### src/rtl/alu_seq_pkg.sv
// Shared encodings for the ALU sequencer: FSM state codes and opcodes.
// The go capture block and the top level both import this package.
package alu_seq_pkg;

    typedef enum logic [2:0] {
        LOAD_A  = 3'd0,
        LOAD_B  = 3'd1,
        LOAD_OP = 3'd2,
        EXEC    = 3'd3,
        SHOW    = 3'd4
    } state_t;

    localparam logic [3:0] OP_ADD = 4'd0;
    localparam logic [3:0] OP_SUB = 4'd1;
    localparam logic [3:0] OP_AND = 4'd2;
    localparam logic [3:0] OP_OR  = 4'd3;
    localparam logic [3:0] OP_XOR = 4'd4;
    localparam logic [3:0] OP_NOT = 4'd5;
    localparam logic [3:0] OP_SHL = 4'd6;
    localparam logic [3:0] OP_SHR = 4'd7;

endpackage

### src/rtl/alu4.sv
// Combinational 4-bit ALU: opcode decode, result y, carry c, error e.
// Reserved opcodes (8-15) yield y=0, c=0, e=1.
module alu4
    import alu_seq_pkg::*;
(
    input  logic [3:0] a,
    input  logic [3:0] b,
    input  logic [3:0] op,
    output logic [3:0] y,
    output logic       c,
    output logic       e
);

    logic [4:0] sum;
    logic [4:0] diff;

    // bit 4 of the 5-bit difference is the borrow (a < b)
    assign sum  = {1'b0, a} + {1'b0, b};
    assign diff = {1'b0, a} - {1'b0, b};

    always_comb begin
        y = 4'd0;
        c = 1'b0;
        e = 1'b0;
        case (op)
            OP_ADD: begin
                y = sum[3:0];
                c = sum[4];
            end
            OP_SUB: begin
                y = diff[3:0];
                c = diff[4];
            end
            OP_AND: y = a & b;
            OP_OR:  y = a | b;
            OP_XOR: y = a ^ b;
            OP_NOT: y = ~a;
            OP_SHL: begin
                y = {a[2:0], 1'b0};
                c = a[3];
            end
            OP_SHR: begin
                y = {1'b0, a[3:1]};
                c = a[0];
            end
            default: e = 1'b1;
        endcase
    end

endmodule

### src/rtl/alu_sequencer.sv
// Operand/opcode loader FSM around alu4 with registered result and flags.
// Result and flags update only on the EXEC-to-SHOW edge.
module alu_sequencer
    import alu_seq_pkg::*;
(
    input  logic       clk,
    input  logic       reset,
    input  logic       data_valid,
    input  logic [3:0] data,
    output logic       ready,
    output logic [2:0] stage,
    output logic [3:0] result,
    output logic       carry,
    output logic       zero,
    output logic       err,
    output logic       result_valid,
    output logic       done_led
);

    state_t     state;
    logic [3:0] a_reg;
    logic [3:0] b_reg;
    logic [3:0] op_reg;
    logic [3:0] alu_y;
    logic       alu_c;
    logic       alu_e;

    alu4 u_alu (
        .a  (a_reg),
        .b  (b_reg),
        .op (op_reg),
        .y  (alu_y),
        .c  (alu_c),
        .e  (alu_e)
    );

    always_ff @(posedge clk or posedge reset) begin
        if (reset) begin
            state        <= LOAD_A;
            a_reg        <= 4'd0;
            b_reg        <= 4'd0;
            op_reg       <= 4'd0;
            result       <= 4'd0;
            carry        <= 1'b0;
            zero         <= 1'b0;
            err          <= 1'b0;
            result_valid <= 1'b0;
        end else begin
            result_valid <= 1'b0;
            case (state)
                LOAD_A: if (data_valid) begin
                    a_reg <= data;
                    state <= LOAD_B;
                end
                LOAD_B: if (data_valid) begin
                    b_reg <= data;
                    state <= LOAD_OP;
                end
                LOAD_OP: if (data_valid) begin
                    op_reg <= data;
                    state  <= EXEC;
                end
                EXEC: begin
                    result       <= alu_y;
                    carry        <= alu_c;
                    zero         <= (alu_y == 4'd0);
                    err          <= alu_e;
                    result_valid <= 1'b1;
                    state        <= SHOW;
                end
                // nibble arriving in SHOW is only an acknowledge
                SHOW: if (data_valid) state <= LOAD_A;
                default: state <= LOAD_A;
            endcase
        end
    end

    assign stage    = state;
    assign ready    = (state == LOAD_A) || (state == LOAD_B) ||
                      (state == LOAD_OP);
    assign done_led = (state == SHOW);

endmodule

### config.mk
export PLATFORM = sky130hd
export DESIGN_NAME = alu_sequencer
export DESIGN_NICKNAME = d
export VERILOG_FILES = /design/src/rtl/alu_seq_pkg.sv /design/src/rtl/alu4.sv /design/src/rtl/alu_sequencer.sv
export SDC_FILE = /design/constraint.sdc
export NUM_CORES = 1
export LEC_CHECK = 0
export CAP_MARGIN = 10
export CORE_ASPECT_RATIO = 1.5
export CORE_MARGIN = 1.5
export CORE_UTILIZATION = 50
export DETAILED_ROUTE_END_ITERATION = 10
export GPL_ROUTABILITY_DRIVEN = 0
export PLACE_DENSITY = 0.76
export SLEW_MARGIN = 20
export SYNTH_ARGS = -nofsm -noshare
export SYNTH_HDL_FRONTEND = slang
export SYNTH_HIERARCHICAL = 1
export SYNTH_SLANG_ARGS = --single-unit
### constraint.sdc
create_clock -name clk -period 2.05 [get_ports clk]
set_input_delay 0.3075 -clock clk [delete_from_list [all_inputs] [get_ports clk]]
set_output_delay 0.3075 -clock clk [all_outputs]
set_load 0.05 [all_outputs]
==> After elaboration in Yosys (flattened, before gate mapping) <==
Cells that the tools add are included.
{ "word_totals": {"ff_bits": 23, "latch_bits": 0, "ramBits": 0, "mem_bits_ro": 0, "n_memories": 0} }
{ "op_classes": {"addsub": 2, "mul": 0, "div_mod_pow": 0, "magnitude_cmp": 0, "eq_ne": 15, "n_shift": 0, "muxes": 9, "bitwise": 4, "reduce_logical": 10} }
{ "ops": {"columns": ["operator", "n"], "rows": [
  ["4-bit case mux with 8 select lines", 1],
  ["4-bit by 3-bit equality test with 1-bit output (second input constant)", 4],
  ["3-bit case mux with 5 select lines", 1],
  ["3-bit 2-to-1 mux", 4],
  ["4-bit by 2-bit equality test with 1-bit output (second input constant)", 2],
  ["4-bit logical NOT", 2],
  ["2-bit inequality test (second input constant)", 4],
  ["8-bit OR reduction", 1],
  ["3-bit by 2-bit equality test with 1-bit output (second input constant)", 2],
  ["2-bit AND reduction", 3],
  ["4-bit by 4-bit adder with 5-bit output", 1],
  ["4-bit by 4-bit subtractor with 5-bit output", 1],
  ["4-bit AND", 1],
  ["4-bit by 1-bit equality test with 1-bit output (second input constant)", 1],
  ["4-bit NOT", 1],
  ["4-bit bitwise OR", 1],
  ["1-bit case mux with 4 select lines", 1],
  ["4-bit AND reduction", 1],
  ["4-bit bitwise XOR", 1],
  ["3-bit by 1-bit equality test with 1-bit output (second input constant)", 1],
  ["3-bit equality test (second input constant)", 1],
  ["3-bit logical NOT", 1],
  ["1-bit logical OR", 2],
  ["1-bit 2-to-1 mux", 2]
]} }

==> Logic depth before layout (Yosys ltp) <==
Gate-level depths: netlist of run 1.
{ "logic_depth": {"word_depth": 3, "mapped_depth": 9, "ltp_nobuf": 9} }

==> By module <==
Netlist of run 1, hierarchy kept.
{ "modules_own_cells": {"columns": ["mod", "instances", "cells_each", "area_per_inst_um2", "seq_area_each_um2"], "rows": [
  ["alu_sequencer", 1, 62, 973.4, 575.6],
  ["alu4", 1, 85, 644.4, 0.0]
]} }

==> Worst setup path before layout of run 1 <==
Ideal clock, no wire load.
{ "synth_path": {"kind": "register -> output", "start": "register state[2], in the netlist stage[2]", "end": "output done_led", "arrival_ps": 2058, "required_time_ps": 1742, "setup_slack_ps": -315, "stages_incl_launch_ff": 3, "n_path_buf": 1, "cell_sequence": "dfrtp_1 > buf_2 > nor3b_1"} }
{ "synth_between": {"elab_chain_len": 1} }
{ "synth_rtl": {"columns": ["item", "line_no", "source"], "rows": [
  ["start, declared", "alu_sequencer.sv:20", "state_t state;"],
  ["start signal, assigned", "alu_sequencer.sv:39", "state <= LOAD_A;"],
  ["start signal, assigned", "alu_sequencer.sv:53", "state <= LOAD_B;"],
  ["start signal, assigned", "alu_sequencer.sv:57", "state <= LOAD_OP;"],
  ["3-bit equality test", "alu_sequencer.sv:81", "assign done_led = (state == SHOW);"],
  ["end, declared", "alu_sequencer.sv:17", "output logic done_led"]
]} }
No other way between the ends.

==> Final worst setup path of run 1 <==
{ "layout_path": {"start": "register a_reg[1]", "end": "register zero"} }
{ "layout_between": {"elab_chain_len": 3, "word_cells_on_any_way": 8, "classes_between": "2 x add/sub; 1 x mux; 4 x bitwise; 1 x reduce/logical"} }
{ "layout_rtl": {"columns": ["item", "line_no", "source"], "rows": [
  ["start, declared", "alu_sequencer.sv:21", "logic [3:0] a_reg;"],
  ["start signal, assigned", "alu_sequencer.sv:52", "a_reg <= data;"],
  ["4-bit by 4-bit subtractor with 5-bit output or 4-bit by 4-bit adder with 5-bit output (tied branches)", "alu4.sv:19, alu4.sv:18", null],
  ["4-bit case mux with 8 select lines (*)", "alu4.sv:25", "case (op)"],
  ["net alu_y[2]", "alu_sequencer.sv:24", "logic [3:0] alu_y;"],
  ["4-bit logical NOT (*)", "alu_sequencer.sv:66", "zero <= (alu_y == 4'd0);"],
  ["end signal, assigned", "alu_sequencer.sv:66", null],
  ["end, declared", "alu_sequencer.sv:14", "output logic zero,"]
]} }
Mark *: on every way through the listed nets, which the timed path passes. The rest lies on a longest branch.
A chain may end at the register's enable or synchronous reset.

==> results.py, run 1 <==
metrics = {
    "status": {
        "status": "finished with violations",
        "violated_checks": "setup timing",
    },
    "clock_tree": {
        "ctsRootBufferMaster": "clkbuf_8",
        "numCtsBuffers": 3,
        "htreeDepth": 1,
        "cts_tree": "yes",
        "ctsHoldBuffers": 0,
        "ctsLongestPathBuffers": 2,
        "clk-insertion-delay-late_ns": 0.26,
        "tritoncts_num_sinks": 23,
        "clkSlewWorstSetupHoldPaths_ns": 0.08,
    },
    "layout": {
        "final_cell_mix": "25 x buf_4, 20 x dfrtp_1, 18 x mux2_2",
        "layout.core_utilization": 0.672,
        "leading_cell_type_in_the_layout_fill_and_taps_excluded": "buf_4",
        "insertedDiodeCount": 0,
        "final_nets": 206,
        "drive_above_1_share": 0.402,
        "area.growth.synth_to_final_pct": 29.9,
    },
    "setup_path": {
        "worst-path-max-fanout": 4,
        "end_kind": "flip-flop",
        "crit_chain": "buf_4 -> fa_2 -> mux2_4 -> a21oi_2 -> nor2_1 -> o41ai_2 -> nor4_1 -> mux2_2",
        "crit_arrival_ns": 2.45,
        "critPathLaunchType": "flip-flop",
        "cpMaxStageDelayCell": "dfrtp_2",
        "ws_path_type": "reg2reg",
        "worstPathRequired_ns": 2.20,
        "critical-path-max-stage-delay_ns": 0.45,
    },
    "die": {
        "initial_core_util": 0.517,
        "ios": 20,
        "core_area_um2": 3130,
        "dieArea_um2": 3590,
        "placementRows": 25,
        "die_x_um": 49.4,
        "die_y_um": 72.7,
    },
    "sta": {
        "timing.final.crit_period_ns": 2.29,
        "finalHoldViolations": 0,
        "grt_setup_unrepaired": "yes",
        "timing_max_transition_violations_final": 0,
        "endpoints_failing_setup": 4,
        "worst-slew-pin-transition_ns": 0.506,
        "layout_worst_path_cycle_share": 1.12,
        "worst_max_slew_margin_expressed_relative_to_the_limit": 0.662,
        "setup_ws_ns": -0.245,
        "max_freq_mhz": 436,
        "timing.clock.skew_ns": 0.00175,
    },
    "global_routing": {
        "number_of_global_route_vias_before_repair": 1340,
        "antenna_found_initial": 0,
        "grt_remaining_overflow": 0,
        "grt_first_pass_wirelength_mm": 6.15,
        "grt_max_degree": 24,
        "grt_util_overall": 0.218,
    },
    "drt": {
        "met1_length_mm": 1.40,
        "post_drt_wl_per_cell_um": 15.9,
        "final_antenna_net_count": 0,
        "via_count": 1269,
        "drt_pass1_iterations": 4,
        "detailroute.wirelength.met2_mm": 2.01,
        "dr_wl_met3_um": 92,
        "wl_mm": 3.55,
        "drc_errors": 0,
        "avgViaCountPerCell": 5.67,
        "drt_iter0_markers": 17,
        "maxUsedRoutingLayer": "met4",
    },
    "min_path": {
        "hold_path.class": "in2async",
    },
    "yosys": {
        "synth_fp_nets": 168,
        "synth-seq-area-share": 0.356,
        "synth.distinct_cells": 38,
        "synth_xor_area_frac": 0,
        "synth.yosys.warnings": 6,
        "synth_top_family_by_area": "multiplexers",
        "post_synth_fa_ha_maj_area_fraction": 0.118,
        "synth_simple_gate_area_share": 0.155,
        "synth.top_cell.area_share": 0.356,
        "top_cells_by_area_synth": "dfrtp_1 36%, mux2_2 14%, ha_1 9.3%",
        "synth_compound_gate_area_share": 0.127,
        "synth.ff_latch_count": 23,
        "post-synth-top-area-cell": "dfrtp_1",
        "synth.area.mux_share": 0.172,
        "syn-cell-area_um2": 1620,
        "synth_edf_count": 0,
        "dominantRegCellSynth": "dfrtp_1",
        "syn-mean-instance-area_um2": 11.0,
        "synth_async_sr_flop_share": 1.00,
        "synthesis.instances": 147,
    },
    "place": {
        "port_buffers": 19,
        "dp_hpwl_mm": 2.70,
    },
    "flow_run": {
        "drv_cap": 0,
    },
}
[critical path: cells and delay by family (launching register included)]
| family | cells | cell delay, ns |
|---|---|---|
| adder cells (fa/ha/maj) | 1 | 0.39 |
| flip-flops | 1 | 0.45 |
| AND/OR/NAND/NOR | 2 | 0.15 |
| multiplexers | 2 | 0.55 |
| buffers and inverters | 1 | 0.15 |
| AO/OA/AOI/OAI | 2 | 0.48 |
[synthesized netlist by cell type (4+ instances only)]
library cell  count
nand2_1           8
dfrtp_1          23
a21oi_1          11
o21ai_0           4
ha_1             12
mux2_2           20
nor2_1            4
inv_1            13
[metrics by stage]
step | cells | setup WS [ns] | hold WS, ns | area, um^2 | TNS (ns)
floorplan | 147 | -0.153 | 0.309 | 1630 | -0.153
global placement | 216 | -0.241 | 0.491 | 1940 | -0.514
detailed placement | 216 | -0.302 | 0.497 | 1940 | -0.694
CTS | 224 | -0.235 | 0.399 | 2070 | -0.446
global route | 224 | -0.346 | 0.418 | 2100 | -0.885
finish | 224 | -0.245 | 0.381 | 2100 | -0.464
[cell families (layout without fill, tap and decap cells)]
group	Yosys count	in the layout
and+or+nand+nor	35	35
AOI/OAI and AO/OA	29	29
muxes	24	24
DFF	23	23
buffers and inverters	22	59
adders and majority gates	14	14
[final cells by class]
class	instances	area, um^2
clock buffer	4	45.0
sequential	23	579
multi-input combinational	102	1020
inverter	14	60.1
tap	40	50.0
fill	240	1030
timing repair buffer	41	349
[routing by layer]
metal | GRT usage | vias to the layer above
met4 | 0.0586 | 0
met1 | 0.260 | 636
met3 | 0.0205 | 6
li1 | - | 599
met2 | 0.416 | 28
met5 | 0 | -
[worst paths after layout]
path / start / to / slack, ns / cells past startpoint
min in group clk: result[0] / result[0] / 0.51 / 1
min reg2reg: result[0] / result[0] / 0.51 / 1
max in group asynchronous: reset / b_reg[0] / 1.42 / 3
min: reset / err / 0.38 / 3
max: a_reg[1] / zero / -0.24 / 8
max reg2reg: a_reg[1] / zero / -0.24 / 8
[timing repair]
action / in CTS / in global routing
endpoints found under the setup margin: 4 / 5
pin swaps: 3 / 10
gates resized for setup: 13 / 9
buffers inserted: 5 / 1
cloned: 0 / 0
Power of run 1 is not shown: default switching activity piles up to over one toggle a cycle in this logic, so the estimate is an artifact.
==> run 2, diff against run 1 <==
--- a/config.mk
+++ b/config.mk
@@ -5,7 +5,7 @@
 export SDC_FILE = /design/constraint.sdc
 export NUM_CORES = 1
 export LEC_CHECK = 0
-export CAP_MARGIN = 10
+export CAP_MARGIN = 20
 export CORE_ASPECT_RATIO = 1.5
 export CORE_MARGIN = 1.5
 export CORE_UTILIZATION = 50
==> results of run 2 <==
Same layout as run 1: the final DEF is identical, and so are final timing and power.
Power of run 2 is left out for the same reason.
